==> config.mk <==
export PLATFORM = sky130hd
export DESIGN_NAME = seq_sum_led_flat
export DESIGN_NICKNAME = d
export VERILOG_FILES = /design/src/rtl/seq_sum_pkg.sv /design/src/rtl/seq_sum_led_if.sv /design/src/rtl/sync_rise.sv /design/src/rtl/seq_sum_led.sv /design/src/flat_wrapper.sv
export SDC_FILE = /design/constraint.sdc
export NUM_CORES = 1
export LEC_CHECK = 0
export ABC_CLOCK_PERIOD_IN_PS = 1500
export CAP_MARGIN = 20
export CORE_UTILIZATION = 47
export CTS_CLUSTER_DIAMETER = 80
export DETAILED_ROUTE_END_ITERATION = 10
export PLACE_DENSITY = 0.86
export REMOVE_ABC_BUFFERS = 1
export SYNTH_ARGS = -nofsm -noshare
export SYNTH_HDL_FRONTEND = slang
export SYNTH_SLANG_ARGS = --single-unit
==> constraint.sdc <==
create_clock -name CLK -period 1.5 [get_ports CLK]
set_input_delay 0.15 -clock CLK [delete_from_list [all_inputs] [get_ports CLK]]
set_output_delay 0.15 -clock CLK [all_outputs]
set_load 0.01 [all_outputs]
==> src/rtl/seq_sum_pkg.sv <==
// Shared types and LED field helpers for the bit-serial LED adder.
// Contents: FSM state enum, LED field offsets, led_pack() field assembler.
// Optional subtract mode is selected elsewhere by macro SEQ_SUM_SUB_EN.
package seq_sum_pkg;

  typedef enum logic [1:0] {
    IDLE = 2'd0,
    ADD  = 2'd1,
    SHOW = 2'd2
  } state_e;

  // Widest operand led_pack() can assemble; the LED bank is 2*WIDTH+2 bits.
  localparam int unsigned MAX_W  = 32;
  localparam int unsigned PACK_W = 2 * MAX_W + 2;

  // Field positions: done at 2*WIDTH+DONE_BIT, carry at 2*WIDTH+CARRY_BIT,
  // upper field starting at WIDTH+UPPER_LSB, lower field at bit 0.
  localparam int unsigned DONE_BIT  = 1;
  localparam int unsigned CARRY_BIT = 0;
  localparam int unsigned UPPER_LSB = 0;

  // Assemble {done, carry, upper, lower} for a w-bit field width.
  // upper/lower must already be zero-extended from w bits.
  function automatic logic [PACK_W-1:0] led_pack(
    input int unsigned     w,
    input logic            done,
    input logic            carry,
    input logic [MAX_W-1:0] upper,
    input logic [MAX_W-1:0] lower
  );
    logic [PACK_W-1:0] r;
    r = PACK_W'(lower);
    r = r | (PACK_W'(upper) << (w + UPPER_LSB));
    r = r | (PACK_W'(carry) << (2 * w + CARRY_BIT));
    r = r | (PACK_W'(done)  << (2 * w + DONE_BIT));
    return r;
  endfunction

endpackage

==> src/rtl/seq_sum_led_if.sv <==
// Switch/button/LED bundle between the board and seq_sum_led.
// Signals: START (button level), A/B (operand switches), LED (display bank),
// BUSY (serial add running), DONE (result shown). SUB exists only when
// SEQ_SUM_SUB_EN is defined. master = board side, slave = adder side.
interface seq_sum_led_if #(
  parameter int unsigned WIDTH = 3
) ();

  localparam int unsigned LED_W = 2 * WIDTH + 2;

  logic             START;
  logic [WIDTH-1:0] A;
  logic [WIDTH-1:0] B;
  logic [LED_W-1:0] LED;
  logic             BUSY;
  logic             DONE;
`ifdef SEQ_SUM_SUB_EN
  logic             SUB;
`endif

  modport master (
`ifdef SEQ_SUM_SUB_EN
    output SUB,
`endif
    output START, A, B,
    input  LED, BUSY, DONE
  );

  modport slave (
`ifdef SEQ_SUM_SUB_EN
    input  SUB,
`endif
    input  START, A, B,
    output LED, BUSY, DONE
  );

endinterface

==> src/rtl/sync_rise.sv <==
// Two-flop synchroniser plus rising-edge detect for the START button.
// Ports: clk_i, rst_ni (synchronous, active-low), async_i (raw level),
// level_o (synchronised level s2), rise_o (s2 & ~s3, armed).
module sync_rise (
  input  logic clk_i,
  input  logic rst_ni,
  input  logic async_i,
  output logic level_o,
  output logic rise_o
);

  logic s1_q, s2_q, s3_q;
  logic vld_q;
  logic armed_q;

  // armed_q: a press only counts once the button has been seen low after
  // reset, so holding START through reset does not launch an add.
  // vld_q marks that s1 holds a real sample rather than its reset value.
  always_ff @(posedge clk_i) begin
    if (!rst_ni) begin
      s1_q    <= 1'b0;
      s2_q    <= 1'b0;
      s3_q    <= 1'b0;
      vld_q   <= 1'b0;
      armed_q <= 1'b0;
    end else begin
      s1_q    <= async_i;
      s2_q    <= s1_q;
      s3_q    <= s2_q;
      vld_q   <= 1'b1;
      armed_q <= armed_q | (vld_q & ~s1_q);
    end
  end

  assign level_o = s2_q;
  assign rise_o  = s2_q & ~s3_q & armed_q;

endmodule

==> src/rtl/seq_sum_led.sv <==
// Bit-serial WIDTH-bit adder driving a single LED bank.
// Idle: LED shows {0,0,A,B}. A START rise captures A/B and adds them one
// bit per clock (BUSY high, LED dark); the result {1,carry,0..0,sum} is then
// held while START stays high.
// Ports: CLK, RST_N (synchronous, active-low), bus (seq_sum_led_if.slave:
// START, A, B in; LED, BUSY, DONE out).
// Macro SEQ_SUM_SUB_EN adds bus.SUB: when latched high the unit computes
// A-B and the carry LED shows the borrow.
module seq_sum_led
  import seq_sum_pkg::*;
#(
  parameter int unsigned WIDTH = 3
) (
  input  logic         CLK,
  input  logic         RST_N,
  seq_sum_led_if.slave bus
);

  localparam int unsigned     LED_W    = 2 * WIDTH + 2;
  localparam int unsigned     CNT_W    = (WIDTH > 1) ? $clog2(WIDTH) : 1;
  localparam int unsigned     DONE_IDX = 2 * WIDTH + DONE_BIT;
  localparam logic [CNT_W-1:0] CNT_LAST = CNT_W'(WIDTH - 1);

  state_e           state_q, state_d;
  logic [WIDTH-1:0] a_q, a_d;
  logic [WIDTH-1:0] b_q, b_d;
  logic [WIDTH-1:0] sum_q, sum_d;
  logic             carry_q, carry_d;
  logic             sub_q, sub_d;
  logic [CNT_W-1:0] cnt_q, cnt_d;
  logic [LED_W-1:0] led_q, led_d;
  logic             busy_q, busy_d;

  logic start_lvl;
  logic start_rise;
  logic sub_in;
  logic b_bit, s_bit, c_bit;

  // Button synchroniser and press detect.
  sync_rise u_sync (
    .clk_i   (CLK),
    .rst_ni  (RST_N),
    .async_i (bus.START),
    .level_o (start_lvl),
    .rise_o  (start_rise)
  );

`ifdef SEQ_SUM_SUB_EN
  assign sub_in = bus.SUB;
`else
  assign sub_in = 1'b0;
`endif

  // State and datapath registers.
  always_ff @(posedge CLK) begin
    if (!RST_N) begin
      state_q <= IDLE;
      a_q     <= '0;
      b_q     <= '0;
      sum_q   <= '0;
      carry_q <= 1'b0;
      sub_q   <= 1'b0;
      cnt_q   <= '0;
      led_q   <= '0;
      busy_q  <= 1'b0;
    end else begin
      state_q <= state_d;
      a_q     <= a_d;
      b_q     <= b_d;
      sum_q   <= sum_d;
      carry_q <= carry_d;
      sub_q   <= sub_d;
      cnt_q   <= cnt_d;
      led_q   <= led_d;
      busy_q  <= busy_d;
    end
  end

  // Next-state, serial full adder and LED image.
  always_comb begin
    state_d = state_q;
    a_d     = a_q;
    b_d     = b_q;
    sum_d   = sum_q;
    carry_d = carry_q;
    sub_d   = sub_q;
    cnt_d   = cnt_q;
    led_d   = led_q;
    busy_d  = 1'b0;

    // Subtraction is A + ~B + 1: invert B here, initial carry set at capture.
    b_bit = b_q[0] ^ sub_q;
    s_bit = a_q[0] ^ b_bit ^ carry_q;
    c_bit = (a_q[0] & b_bit) | (a_q[0] & carry_q) | (b_bit & carry_q);

    unique case (state_q)
      IDLE: begin
        led_d = LED_W'(led_pack(WIDTH, 1'b0, 1'b0,
                                MAX_W'(bus.A), MAX_W'(bus.B)));
        if (start_rise) begin
          a_d     = bus.A;
          b_d     = bus.B;
          sub_d   = sub_in;
          carry_d = sub_in;
          sum_d   = '0;
          cnt_d   = '0;
          led_d   = '0;
          busy_d  = 1'b1;
          state_d = ADD;
        end
      end

      ADD: begin
        // LSB first: sum bit enters at the MSB and walks down.
        a_d     = a_q >> 1;
        b_d     = b_q >> 1;
        sum_d   = (sum_q >> 1) | (WIDTH'(s_bit) << (WIDTH - 1));
        carry_d = c_bit;
        cnt_d   = cnt_q + CNT_W'(1);
        led_d   = '0;
        busy_d  = 1'b1;
        if (cnt_q == CNT_LAST) begin
          // Borrow is the inverted carry in subtract mode.
          led_d   = LED_W'(led_pack(WIDTH, 1'b1, c_bit ^ sub_q,
                                    '0, MAX_W'(sum_d)));
          busy_d  = 1'b0;
          state_d = SHOW;
        end
      end

      SHOW: begin
        led_d = LED_W'(led_pack(WIDTH, 1'b1, carry_q ^ sub_q,
                                '0, MAX_W'(sum_q)));
        if (!start_lvl) begin
          state_d = IDLE;
        end
      end

      default: begin
        state_d = IDLE;
      end
    endcase
  end

  assign bus.LED  = led_q;
  assign bus.BUSY = busy_q;
  assign bus.DONE = led_q[DONE_IDX];

endmodule
==> src/flat_wrapper.sv <==
// flat-port wrapper written by rule: the top's interface ports become plain ports
module seq_sum_led_flat import seq_sum_pkg::*;
#(
  parameter int unsigned WIDTH = 3
)
  (CLK, RST_N, bus_START, bus_A, bus_B, bus_LED, bus_BUSY, bus_DONE);
  seq_sum_led_if #(.WIDTH(WIDTH)) bus_i ();
  input  logic CLK;
  input  logic RST_N;
  input wire logic [$bits(bus_i.START)-1:0] bus_START;
  input wire logic [$bits(bus_i.A)-1:0] bus_A;
  input wire logic [$bits(bus_i.B)-1:0] bus_B;
  output wire logic [$bits(bus_i.LED)-1:0] bus_LED;
  output wire logic [$bits(bus_i.BUSY)-1:0] bus_BUSY;
  output wire logic [$bits(bus_i.DONE)-1:0] bus_DONE;
  assign bus_i.START = bus_START;
  assign bus_i.A = bus_A;
  assign bus_i.B = bus_B;
  assign bus_LED = bus_i.LED;
  assign bus_BUSY = bus_i.BUSY;
  assign bus_DONE = bus_i.DONE;
  seq_sum_led #(.WIDTH(WIDTH)) u_core (.CLK(CLK), .RST_N(RST_N), .bus(bus_i));
endmodule
---- Yosys cells after proc, flatten, opt, wreduce, memory -nomap -nowiden ----
Index checks and enable logic that the tools add are counted.
storage, ports and cells
  output and inout port bits .............. 10
  register bits after elaboration ......... 28
  input bits .............................. 9
cells by class
  equality and inequality tests ........... 6
  bitwise logic cells ..................... 17
  $add $sub $neg .......................... 1
  reductions and logical operators ........ 5
  mux-type cells .......................... 21
operators with widths
  kind                                                  number
  one-hot mux 8 bit (3 select lines)                    1
  one-hot mux 3 bit (2 select lines)                    3
  two-way mux 8 bit                                     2
  OR 3 x 7 -> 7 bit                                     2
  two-way mux 3 bit                                     3
  two-way mux 2 bit                                     4
  bitwise AND 1 bit                                     6
  OR 3 x 6 -> 6 bit                                     1
  one-hot mux 2 bit (3 select lines)                    1
  equality test 2 bit (second input constant)           2
  two-way mux 1 bit                                     4
  != test 2 x 1 -> 1 bit (second input constant)        2
  one-hot mux 1 bit (2 select lines)                    2
  one-hot mux 2 bit (2 select lines)                    1
  OR 1 bit                                              3
  OR 2 x 3 -> 3 bit                                     1
  AND reduction 3 bit                                   1
  nonzero test 3 bit                                    1
  adder 2 x 1 -> 2 bit (second input constant)          1
  equality test 2 x 1 -> 1 bit (second input constant)  1
  logical NOT 2 bit                                     1
  != test 2 bit (second input constant)                 1
  NOT 1 bit                                             2
  AND reduction 2 bit                                   1
  other kinds (2)                                       3

---- Logic depth before layout (Yosys ltp) ----
  word-level depth ........................ 6
  mapped depth ............................ 6

---- Modules after synthesis ----
Synthesis repeated with hierarchy kept, for this count alone.
second synthesis, totals
  cells, all modules ...................... 127
  area, all modules ....................... 1247.4 um2
by module, submodules not included
  module       area each (um2)  seq. area each (um2)  cells an instance  instances
  seq_sum_led  1107.3           460.4                 115                1
  sync_rise    140.1            100.1                 12                 1

---- Least setup slack after synthesis ----
Ideal clock, no wire load.
  kind .................................... register to register
  from .................................... reg u_core.state_q[0]
  to ...................................... reg u_core.b_q[0]
  setup time .............................. 0.086 ns
  arrival ................................. 1.465 ns
  path buffers ............................ 1
  path slack .............................. -0.051 ns
  cell stages (with the launch flop) ...... 7
  cells stage by stage .................... dfxtp_1 > inv_1 > ha_1 > and4b_1 > or2_1 > buf_2 > a211oi_1
on the way
  cells in the longest elaborated chain, start to end .. 3
  elaborated cells on any way between the ends .. 6
RTL lines
  item                                                                                  RTL line           RTL
  start: declaration                                                                    seq_sum_led.sv:24  state_e state_q, state_d;
  start signal: assignment                                                              seq_sum_led.sv:67  state_q <= state_d;
  logical NOT 2 bit / equality test 2 x 1 -> 1 bit (equally long branches)              seq_sum_led.sv:96  unique case (state_q)
  != test 2 x 1 -> 1 bit (no source line) / nonzero test 2 bit (equally long branches)  --
  AND reduction 2 bit (no source line)                                                  --
  end signal: assignment                                                                seq_sum_led.sv:59  b_q <= '0;
  end signal: assignment                                                                seq_sum_led.sv:69  b_q <= b_d;
  end: declaration                                                                      seq_sum_led.sv:26  logic [WIDTH-1:0] b_q, b_d;
Several ways; a longest one is shown, not always the timed one.
A chain may end at the register's enable or synchronous reset.

---- Worst setup path in the final report ----
  from .................................... reg u_core.state_q[0]
  to ...................................... reg u_core.led_q[2] (netlist: u_core.bus.LED[2])
on the way
  cells in the longest elaborated chain, start to end .. 2
  elaborated cells on any way between the ends .. 5
RTL lines
  item                                                                             RTL line           RTL
  equality test 2 bit, or another cell as far along                                seq_sum_led.sv:96
  one-hot mux 8 bit (3 select lines) / nonzero test 3 bit (equally long branches)  --
  end signal: assignment                                                           seq_sum_led.sv:74  led_q <= led_d;
  end: declaration                                                                 seq_sum_led.sv:31  logic [LED_W-1:0] led_q, led_d;
Several ways; a longest one is shown, not always the timed one.

==> run metrics <==
status=finished clean; Worst Setup End Kind=flop; Clock Skews=about 0.015 ns; Critical-path top delay cell=dfxtp_4; CTS tree=built; synthesized netlist cell count=132; Setup violations, final=0; worst slew pin tran=0.289 ns; Fin Hold WS=about 0.39 ns; core area=around 2500 um2; # diodes=0; NumNets Final=about 180; Ports=19; DR vias/cell=between 5 and 6; Unique masters post-synth=34; CTS clk-pin slew, worst paths=0.16 ns; final worst-path cycle share=0.982; initial antenna violation count=0; Max Freq=679 MHz; cts bufs inserted=3; area growth from synthesis to layout=36.4%; # clock sinks=28; most frequent cells in the layout=dfxtp_1, nand2_1, clkdlybuf4s50_1, buf_4, a21oi_1; Final Power=1.31 mW; critical setup path kind=flop to flop; sequential share of the synthesized area=0.457; H-tree Lvls=1; total area of sequential cells=approximately 570 um2; DR iter-0 viols=between 40 and 50; drt wl/cell=roughly 16 um; Initial Util=0.495; Sum Neg Setup Slack=0 ns; pre-CTS WS=-0.185 ns; drt first pass iters=4; CP top delay family=compound AO/OA/AOI/OAI gates; Pleak=just over 0.6 nW; drc violations=0; Mapped Area=between 1000 and 1500 um2; Worst Setup SP=u_core.state_q[0]$_SDFFE_PN0P_; FF-to-FF Start=u_core.state_q[0]$_SDFFE_PN0P_; Worst Path Max Fanout=8; via count=1153; RSZ-0062 raised after global routing=yes; R2R Path End=u_core.bus.LED[2]$_SDFFE_PN0P_; max cap viols=0; maximum vdd drop=around 0.65 mV; # rows=18; DP Wirelength=approximately 2100 um; vias in the first global route=between 1000 and 1500; clk_lat worst skew=roughly 0.34 ns; min Tclk post-route=~1.5 ns; ANT nets after route=0; Critical Path RT=around 1.8 ns; CP Buf/Inv Count=2; Max clock buf depth=2; flop-to-flop setup slack=about 0.027 ns; clk root buf=clkbuf_4; total grt overflow=0; CP peak stage delay=approximately 0.4 ns; worst-path cell chain=buf_4, ha_2, buf_6, a32o_1, a22oi_1, a21oi_1; layout cell share with drive strength beyond 1=0.271; multi-input logic area=679 um2; Worst Setup EP=u_core.bus.LED[2]$_SDFFE_PN0P_; Setup crit start kind=flop; Tightest Hold Check Type=primary input to flop; relative slew slack=0.807; GP Congestion=0.842; Die Area=roughly 2800 um2; port bufs=18; Ys Warns=0; Avg Cell Area, Syn=approximately 9.3 um2; cell taking the most area after synthesis=dfxtp_1; fin. max-slew vios=0; final hold viol count=0; most common cell after layout, fill and taps aside=dfxtp_1; largest net degree at the start of global routing=19; power per cell area=roughly 780 nW/um2; GRT Total Usage=0.221; first-pass GRT wire length=about 4400 um; Levels on crit path=6; Hold Buf Count CTS=0; post-synthesis register bit count=28; worst reg2reg path depth=6; Detailed Route WL=3070 um; Die Y=between 50 and 60 um; Synth area leaders=dfxtp_1, nand2_1, ha_1; final worst slack=around 0.027 ns; # fillers=about 200; Die W=53.1 um; Worst EP arrival=about 1.7 ns; top cell type's share of synthesized area=0.457
[cell families after synthesis]
kind of cell	count (synthesis)	synth area share
adder cells (fa/ha/maj)	6	0.0673
AO/OA/AOI/OAI	34	0.193
multiplexers	5	0.0408
flip-flops	28	0.457
buffers and inverters	14	0.0550
AND/OR/NAND/NOR	45	0.188
[layer usage]
metal	wire, um	vias to the layer above	GRT usage
met5	0	-	0
met4	43	0	0.145
met3	197	8	0.0460
met2	1570	45	0.361
met1	1260	554	0.259
li1	-	546	-
[state kept, by name, summed over array words and instances (netlist names)]
register and count:
u_core.u_sync.armed_q 1, u_core.b_q 3, u_core.u_sync.vld_q 1, u_core.bus.LED 8, u_core.bus.BUSY 1, u_core.u_sync.level_o 1, u_core.a_q 3, u_core.cnt_q 2
u_core.sum_q 3, u_core.u_sync.s3_q 1, u_core.u_sync.s1_q 1, u_core.carry_q 1, u_core.state_q 2
[Yosys cell counts]
cell and number:
dfxtp_1 28, nand2_1 22, a21oi_1 10, ha_1 5
inv_1 5, mux2i_1 5, o22ai_1 5, a211oi_1 4
a32o_1 4, nor2_1 4, nor3_1 4, a22oi_1 3
buf_2 3, clkbuf_1 3, o32ai_1 3, or4b_1 3
and2_1 2, nand3_1 2, nor2b_1 2, a311oi_1 1
a31oi_1 1, a32oi_1 1, and3b_1 1, and4b_1 1
buf_4 1, buf_6 1, clkinv_1 1, fa_1 1
nand2b_1 1, nand3b_1 1, o211ai_1 1, o21ai_0 1
or2_1 1, or3b_2 1
[report_power, final]
group          switching, mW  internal (mW)
clock                  0.229          0.149
combinational         0.0707         0.0837
sequential            0.0113          0.764
total                  0.311          0.996
[cell type report]
cell class	count	share of cell area
Multi-Input combinational cell	91	0.406
Sequential cell	28	0.342
Timing Repair Buffer	37	0.195
Tap cell	30	0.0224
Clock buffer	4	0.0217
Inverter	6	0.0135
[per-stage QoR]
stage               std cells  utilization  area, um2
finish                    196        0.676       1670
global route              196        0.676       1670
CTS                       194        0.639       1580
detailed placement        188        0.614       1520
global placement          188        0.614       1520
floorplan                 124            -       1180
[repair_timing]
item / CTS / global route
pin swaps: 1 / 5
setup buffers: 2 / 1
cloned: 0 / 1
setup endpoints to repair: 18 / 15
resized for setup: 7 / 20
[worst register-to-register path: stages, from the launching register on]
cell and delay [ns]:
dfxtp_4 0.39, buf_4 0.13, ha_2 0.20, buf_6 0.14, a32o_1 0.25, a22oi_1 0.19, a21oi_1 0.10
[worst min path at each step]
| stage | start | to | slack, ns | depth (start not counted) |
|---|---|---|---|---|
| after floorplan | RST_N | u_core.u_sync.vld_q$_DFF_P_ | 0.18 | 0 |
| after global placement | u_core.u_sync.s1_q$_SDFF_PN0_ | u_core.u_sync.level_o$_SDFF_PN0_ | 0.42 | 2 |
| after detailed placement | u_core.u_sync.s1_q$_SDFF_PN0_ | u_core.u_sync.level_o$_SDFF_PN0_ | 0.45 | 2 |
| after CTS | bus_START | u_core.u_sync.s1_q$_SDFF_PN0_ | 0.38 | 2 |
| after global routing | bus_START | u_core.u_sync.s1_q$_SDFF_PN0_ | 0.37 | 2 |
| final | bus_START | u_core.u_sync.s1_q$_SDFF_PN0_ | 0.39 | 2 |
(Power assumes the default switching activity.)
